## config.mk

```make
export PLATFORM = sky130hd
export DESIGN_NAME = instr_fetch_unit
export DESIGN_NICKNAME = d
export VERILOG_FILES = /design/src/rtl/instr_fetch_unit.sv
export SDC_FILE = /design/constraint.sdc
export NUM_CORES = 1
export LEC_CHECK = 0
export CAP_MARGIN = 10
export CORE_UTILIZATION = 53
export CTS_CLUSTER_DIAMETER = 60
export CTS_CLUSTER_SIZE = 10
export DETAILED_ROUTE_END_ITERATION = 16
export PLACE_DENSITY = 0.95
export SLEW_MARGIN = 20
export SYNTH_ARGS = -nofsm -noshare
export SYNTH_HDL_FRONTEND = slang
export SYNTH_SLANG_ARGS = --single-unit
```

## constraint.sdc

```tcl
create_clock -name clk -period 7.2 [get_ports clk]
set_clock_uncertainty 0.2 [all_clocks]
set_input_delay 1.08 -clock clk [delete_from_list [all_inputs] [get_ports clk]]
set_output_delay 1.08 -clock clk [all_outputs]
set_load 0.05 [all_outputs]
```

## src/rtl/instr_fetch_unit.sv

```systemverilog
// Fetch stage: drives IRAM addresses, absorbs the 1-cycle read latency and
// presents opcode (+ optional operand) to decode over a valid/ready handshake.
module instr_fetch_unit #(
    parameter logic [15:0] RESET_PC = 16'd0
) (
    input  logic        clk,
    input  logic        rst,
    input  logic        start,
    output logic [15:0] iram_addr,
    input  logic [15:0] iram_data,
    output logic        instr_valid,
    input  logic        instr_ready,
    output logic [15:0] instr_opcode,
    output logic [15:0] instr_operand,
    output logic        instr_has_operand,
    output logic [15:0] instr_pc,
    input  logic        redirect_valid,
    input  logic [15:0] redirect_pc,
    output logic        busy,
    output logic        halted
);

    localparam int unsigned W = 16;
    localparam logic [W-1:0] ENDOP = W'(40);

    typedef enum logic [2:0] {
        IDLE    = 3'd0,
        REQ_OP  = 3'd1,
        CAP_OP  = 3'd2,
        REQ_OPD = 3'd3,
        CAP_OPD = 3'd4,
        ISSUE   = 3'd5,
        HALT    = 3'd6
    } state_t;

    state_t         state;
    state_t         state_next;
    logic [W-1:0]   pc;
    logic           redirect_take;
    logic           op_two_word;

    // Opcodes that carry a second (operand) word.
    function automatic logic is_two_word(input logic [W-1:0] op);
        case (op)
            W'(7), W'(11), W'(19), W'(28), W'(33),
            W'(35), W'(45), W'(51), W'(57), W'(63): is_two_word = 1'b1;
            default:                                is_two_word = 1'b0;
        endcase
    endfunction

    assign op_two_word   = is_two_word(iram_data);
    assign redirect_take = redirect_valid && (state != IDLE) && (state != HALT);

    // State register.
    always_ff @(posedge clk or posedge rst) begin
        if (rst) begin
            state <= IDLE;
        end else begin
            state <= state_next;
        end
    end

    // Next-state logic; a redirect overrides every active state.
    always_comb begin
        state_next = state;
        if (redirect_take) begin
            state_next = REQ_OP;
        end else begin
            case (state)
                IDLE:    if (start) state_next = REQ_OP;
                REQ_OP:  state_next = CAP_OP;
                CAP_OP:  state_next = op_two_word ? REQ_OPD : ISSUE;
                REQ_OPD: state_next = CAP_OPD;
                CAP_OPD: state_next = ISSUE;
                ISSUE: begin
                    if (instr_ready) begin
                        state_next = (instr_opcode == ENDOP) ? HALT : REQ_OP;
                    end
                end
                HALT:    if (start) state_next = REQ_OP;
                default: state_next = IDLE;
            endcase
        end
    end

    // IRAM address: operand word lives at pc+1 with 16-bit wrap.
    always_comb begin
        iram_addr = pc;
        if ((state == REQ_OPD) || (state == CAP_OPD)) begin
            iram_addr = pc + W'(1);
        end
    end

    // Registered datapath and status outputs.
    always_ff @(posedge clk or posedge rst) begin
        if (rst) begin
            pc                <= RESET_PC;
            instr_opcode      <= '0;
            instr_operand     <= '0;
            instr_has_operand <= 1'b0;
            instr_pc          <= '0;
            instr_valid       <= 1'b0;
            busy              <= 1'b0;
            halted            <= 1'b0;
        end else begin
            instr_valid <= (state_next == ISSUE);
            busy        <= (state_next != IDLE) && (state_next != HALT);
            halted      <= (state_next == HALT);
            if (redirect_take) begin
                pc <= redirect_pc;
            end else begin
                case (state)
                    CAP_OP: begin
                        instr_opcode      <= iram_data;
                        instr_pc          <= pc;
                        instr_has_operand <= op_two_word;
                        if (!op_two_word) begin
                            instr_operand <= '0;
                        end
                    end
                    CAP_OPD: instr_operand <= iram_data;
                    ISSUE: begin
                        if (instr_ready) begin
                            pc <= pc + (instr_has_operand ? W'(2) : W'(1));
                        end
                    end
                    HALT: begin
                        if (start) begin
                            pc <= RESET_PC;
                        end
                    end
                    default: ;
                endcase
            end
        end
    end

endmodule

```

==> impl_metrics.tcl, run 1 <==
set metrics [dict create \
    async_flop_share 1.00 \
    tightestPinTransition_ns 1.00 \
    drt_iter0_markers 451 \
    placementRows 31 \
    crit_path_start_kind "flop" \
    io_pins 105 \
    dp_hpwl_um 7640 \
    hold_viol 0 \
    yosysWarnings 0 \
    grt_max_degree 72 \
    cts-root-buf "clkbuf_8" \
    dpl_cell_area_mm2 0.00501 \
    worstSkewPairLatency_ns 0.34 \
    drive_gt1_frac 0.0689 \
    cts.repair.resized 0 \
    yosys_most_used_dff "dfrtp_1" \
    grt-ovfl-total 0 \
    diodes 0 \
    syn_area_mm2 0.00401 \
    globalRouteTotalUtil 0.294 \
    cts_tree "done" \
    critical_path_arrival_ns 3.22 \
    die_area_mm2 0.00792 \
    post-route-util 0.713 \
    ctsHoldBuffers 0 \
    ys_ff_latch 71 \
    layout.nets 574 \
    min_period_over_period 0.624 \
    via_per_inst 6.08 \
    detail_route.wl_per_cell_um 17.5 \
    rsz0062_at_grt "no" \
    worst_ep_required_time_ns 5.92 \
    final_area_mm2 0.00520 \
    grt_pass1_wl_um 17400 \
    fp.dieW_um 89.0 \
    synth_edf_count 0 \
    status "finished clean" \
    num_vias 3870 \
    cap_violations 0 \
    synthToLayoutAreaGrowth_pct 29.7 \
    wl_um 11100 \
    ys_types 60 \
    synth_area_per_cell_um2 8.89 \
    multi_input_area_mm2 0.00204 \
    setup_viol 0 \
    postRouteAntennaNets 0 \
    critical_path.max_fanout 18 \
    seq_area_mm2 0.00178 \
    hp-class "reg2reg" \
    gp_congestion 0.923 \
    drc 0 \
    slew_headroom 0.329 \
    grt_pass1_vias 3594 \
    post_cts_buffers 0 \
    vdd_ir_drop_max_mv 0.263 \
    die_h_um 89.0 \
    n_fill_cell 565 \
    clock_sink_count 71 \
    portBuffers 104 \
    synthCells 451 \
    r2r_slack_ns 4.52 \
    seq_area_frac_synth 0.443 \
    start_util 0.550 \
    htreeDepth 3 \
    clkTransAtPathRegs_ns 0.07 \
    power_density_mw_per_mm2 502 \
    critPathKind "reg2out" \
    first_pass_iters 6 \
    core_mm2 0.00729 \
    slew_viol_final 0 \
    cts_made_buffers 9 \
    grt_antenna_before_repair 0 \
    synth_nets 492 \
    fmax_ghz 0.222 \
    post-route-min-period_ns 4.50 \
    end_kind "primary output" \
    fin_setup_tns_ns 0 \
    p_leak_nw 2.21 \
    clock_path_buffers 2 \
]
==> metal layers <==
layer  GRT usage  vias up  wire length, µm
met1       0.387     1844             4410
met4       0.137        0              361
met2       0.473      250             5300
met5           0        -                0
li1            -     1737                -
met3      0.0554       39             1080
==> cell usage after synthesis, types with 3 or more instances <==
library cell    n  area [µm²]
xnor2_1         8        70.1
dfrtp_1        71        1780
a32o_1          3        30.0
o41ai_1         4        35.0
nand3_1        11        55.1
xor2_1          8        70.1
nor2b_1         7        43.8
a21oi_1        13        65.1
nor2_1         18        67.6
clkbuf_1       17        63.8
nand4_1         6        37.5
mux2i_1        16         160
a21oi_2        10        87.6
o31ai_1         7        52.6
nor4_1          6        37.5
and2_1          3        18.8
o21ai_0        18        90.1
a22o_1         16         140
buf_2          13        65.1
a22oi_1         3        22.5
nor3_1          8        40.0
nor3b_1         3        22.5
inv_1           5        18.8
and3b_1         3        26.3
ha_1            3        37.5
nand2_1       126         473
and3_1          3        18.8
==> per-stage QoR <==
step	power [W]	std cells	setup WS [ns]	hold WS [ns]
5_1_grt	0.00274	636	2.56	0.316
6_report	0.00261	636	2.70	0.282
2_1_floorplan	0.00181	451	3.67	0.303
4_1_cts	0.00260	635	2.76	0.286
3_5_place_dp	0.00230	620	3.15	0.270
3_3_place_gp	0.00224	620	3.21	0.258
==> placed cells by master, fill, tap and decap left out, types with 8 or more instances in the layout <==
| cell | Yosys | layout |
|---|---|---|
| xor2_1 | 8 | 8 |
| mux2i_1 | 16 | 16 |
| clkdlybuf4s50_1 | 0 | 104 |
| a21oi_2 | 10 | 10 |
| a21oi_1 | 13 | 13 |
| o21ai_0 | 18 | 18 |
| nor2_1 | 18 | 18 |
| nand2_1 | 126 | 125 |
| a22o_1 | 16 | 16 |
| xnor2_1 | 8 | 8 |
| nor3_1 | 8 | 8 |
| dfrtp_1 | 71 | 71 |
| clkbuf_8 | 0 | 12 |
| nand3_1 | 11 | 11 |
==> power by group <==
part	internal, W	leakage, nW	switching, W	total (W)
Clock	0.000152	0.0898	0.000143	0.000295
Sequential	0.000562	0.907	0.000229	0.000790
Combinational	0.000525	1.22	0.00100	0.00153
==> layout make-up <==
class / instances / share of cell area
Clock buffer: 15 / 0.0339
Inverter: 5 / 0.00361
Multi-Input combinational cell: 339 / 0.392
Sequential cell: 71 / 0.342
Tap cell: 99 / 0.0238
Timing Repair Buffer: 107 / 0.205
==> worst max-delay path, stage by stage (launching register included) <==
cell and delay, ns:
dfrtp_1 0.70, and3b_1 0.30, or2_1 0.23, nor3b_1 0.47, nand4_1 0.18, xnor2_1 0.17, clkdlybuf4s50_1 0.83
==> worst paths after layout <==
path / depth (start not counted) / endpoint / from
worst min register to register: 2 / instr_pc[9]$_DFFE_PP0P_ / instr_pc[9]$_DFFE_PP0P_
worst max-delay path: 6 / iram_addr[14] / state[0]$_DFF_PP0_
max in group asynchronous: 3 / instr_operand[10]$_DFFE_PP0P_ / rst
min in group asynchronous: 3 / instr_pc[8]$_DFFE_PP0P_ / rst
worst max register to register: 4 / instr_valid$_DFF_PP0_ / state[1]$_DFF_PP0_
worst min-delay path: 2 / instr_pc[9]$_DFFE_PP0P_ / instr_pc[9]$_DFFE_PP0P_
==> cells by family after synthesis <==
group | after synthesis | synth area share
compound gates | 89 | 0.164
xor+xnor | 16 | 0.0350
fa+ha+maj | 4 | 0.0144
buf+inv | 41 | 0.0493
flops | 71 | 0.443
mux | 16 | 0.0399
simple gates | 214 | 0.255
==> sequential cells by signal, indices dropped and copies added (netlist names) <==
| name | flops |
|---|---|
| busy | 1 |
| instr_pc | 16 |
| halted | 1 |
| instr_operand | 16 |
| pc | 16 |
| state | 3 |
| instr_valid | 1 |
| instr_has_operand | 1 |
| instr_opcode | 16 |
No activity file was read; power rests on OpenSTA's default activity.
==> run 2, diff against run 1 <==
Settings changed: CORE_UTILIZATION 53 to 49, PLACE_DENSITY 0.95 to 0.9.
Clock period 7.2 ns to 4.2 ns, I/O delays scaled along.
==> run 2 against run 1 <==
- hold slack worse by 0.0055 ns
- flip-flop and latch count stayed put
- non-clock buffer count is 2 higher
- combinational power is 71% higher
- sequential power is 70% higher
- final area is 0.75% higher
- final cell count is 0.94% higher
- die area is 8.0% higher
- sequential share of layout area is 0.25 points lower
- routed wire length is 2.3% lower
- clock power is 85% higher
- critical endpoint is now iram_addr[13]
- largest cell class unchanged
- largest power group unchanged
- highest routed layer unchanged
==> impl_metrics.tcl, run 2 (synthesis results as in run 1) <==
set metrics [dict create \
    holdWs_ns 0.276 \
    dpl_cell_area_mm2 0.00504 \
    clock_sink_count 71 \
    drt_iter0_markers 248 \
    drive_gt1_frac 0.0778 \
    final_area_mm2 0.00524 \
    fin_setup_tns_ns 0 \
    start_util 0.513 \
    wl_um 10900 \
    detail_route.wl_per_cell_um 17.0 \
    drc 0 \
    synthToLayoutAreaGrowth_pct 30.7 \
    p_switching_w 0.00236 \
    grt_max_degree 38 \
    fp.dieW_um 92.5 \
    crit_path_start_kind "flop" \
    min_period_over_period 0.954 \
    htreeDepth 3 \
    die_area_mm2 0.00855 \
    slew_viol_final 0 \
    via_per_inst 5.83 \
    power_frac_seq 0.299 \
    cap_violations 0 \
    grt_pass1_wl_um 17700 \
    crit_chain "nor3b_1, o2111ai_1, nor2_1, nand3_1, xnor2_1, clkdlybuf4s50_1" \
    power.share.clock 0.121 \
    r2r_slack_ns 1.57 \
    tightestPinTransition_ns 0.972 \
    gp_congestion 0.902 \
    dp_hpwl_um 7840 \
    status "finished clean" \
    max_stage_delay_ns 0.83 \
    rsz0062_at_grt "no" \
    postRouteAntennaNets 0 \
    min_to "instr_pc[0]$_DFFE_PP0P_" \
    io_pins 105 \
    critical_path.max_fanout 18 \
    cts_tree "done" \
    path_buf_inv 1 \
    ff2ff_path_depth 4 \
    core_mm2 0.00781 \
    layout.nets 576 \
    layout_common_cells "nand2_1 (126), clkdlybuf4s50_1 (104), dfrtp_1 (71), nor2_1 (18), o21ai_0 (18)" \
    placementRows 32 \
    critPathKind "reg2out" \
    cts-root-buf "clkbuf_8" \
    grt_pass1_vias 3578 \
    cts_made_buffers 9 \
    worstHoldStart "instr_pc[0]$_DFFE_PP0P_" \
    post_cts_buffers 0 \
    final_common_cell "nand2_1" \
    clkTransAtPathRegs_ns 0.07 \
    post-route-min-period_ns 4.00 \
    hold_viol 0 \
    p_int_w 0.00214 \
    hp-class "reg2reg" \
    setup_viol 0 \
    portBuffers 104 \
    fmax_ghz 0.250 \
    end_kind "primary output" \
    critical_path_arrival_ns 3.17 \
    die_h_um 92.5 \
    seq_area_mm2 0.00178 \
    p_leak_nw 2.22 \
    multi_input_area_mm2 0.00204 \
    globalRouteTotalUtil 0.265 \
    power_density_mw_per_mm2 858 \
    hold_depth 2 \
    diodes 0 \
    cp_slowest_cell "clkdlybuf4s50_1" \
    grt_antenna_before_repair 0 \
    crit_family "simple AND/OR/NAND/NOR gates" \
    first_pass_iters 5 \
    num_vias 3740 \
    vdd_ir_drop_max_mv 0.539 \
    r2r_start "state[0]$_DFF_PP0_" \
    worstSkewPairLatency_ns 0.34 \
    grt-ovfl-total 0 \
    r2r-end "pc[7]$_DFFE_PP0P_" \
    worst_ep_required_time_ns 3.37 \
    combPwrFrac 0.580 \
    p_sw_frac 0.524 \
    slew_headroom 0.350 \
    clock_path_buffers 2 \
    n_fill_cell 611 \
]
[run 2: worst max-delay path by stage]
stage	startpoint	end	slack (ns)	cells after the start
floorplan	state[0]$_DFF_PP0_	iram_addr[14]	1.12	6
global placement	state[0]$_DFF_PP0_	iram_addr[14]	0.61	6
detailed placement	state[0]$_DFF_PP0_	iram_addr[14]	0.51	6
CTS	state[0]$_DFF_PP0_	iram_addr[14]	0.11	6
global route	state[0]$_DFF_PP0_	iram_addr[13]	0.05	6
finish	state[0]$_DFF_PP0_	iram_addr[13]	0.20	6
[run 2: per-stage QoR]
stage	total power, W	setup slack (ns)	std cells	util
floorplan	0.00310	1.12	451	-
global placement	0.00386	0.611	626	0.645
detailed placement	0.00394	0.514	626	0.645
CTS	0.00449	0.109	642	0.671
global route	0.00474	0.0493	642	0.671
finish	0.00450	0.195	642	0.671
[run 2: routing by layer]
| layer | up-vias | global-route usage | part of all wire |
|---|---|---|---|
| met5 | - | 0 | 0 |
| met4 | 0 | 0.120 | 0.030 |
| met3 | 31 | 0.0632 | 0.071 |
| met2 | 175 | 0.425 | 0.49 |
| met1 | 1793 | 0.340 | 0.41 |
| li1 | 1741 | - | - |
[run 2: repair_timing]
action	in CTS	in global routing
gates resized for setup	0	1
endpoints found under the setup margin	0	2
hold buffers	0	0
[run 2: power by group through the flow]
stage                     sequential [W]  clock (W)  combinational (W)
after CTS                        0.00133   0.000554            0.00261
after floorplan                  0.00181          0            0.00130
after detailed placement         0.00134          0            0.00260
final                            0.00134   0.000545            0.00261
after global routing             0.00139   0.000583            0.00277
after global placement           0.00133          0            0.00253
[run 2: final cells by class]
| cell class | count | share of cell area |
|---|---|---|
| Timing Repair Buffer | 109 | 0.206 |
| Multi-Input combinational cell | 339 | 0.389 |
| Clock inverter | 6 | 0.0134 |
| Inverter | 5 | 0.00358 |
| Sequential cell | 71 | 0.339 |
| Tap cell | 102 | 0.0244 |
| Clock buffer | 10 | 0.0244 |
[run 2: worst register-to-register path: stages (launching register included)]
cell and delay (ns):
dfrtp_1 0.60, o21ai_1 0.55, nand2_1 0.53, o41ai_1 0.50, a22o_1 0.20
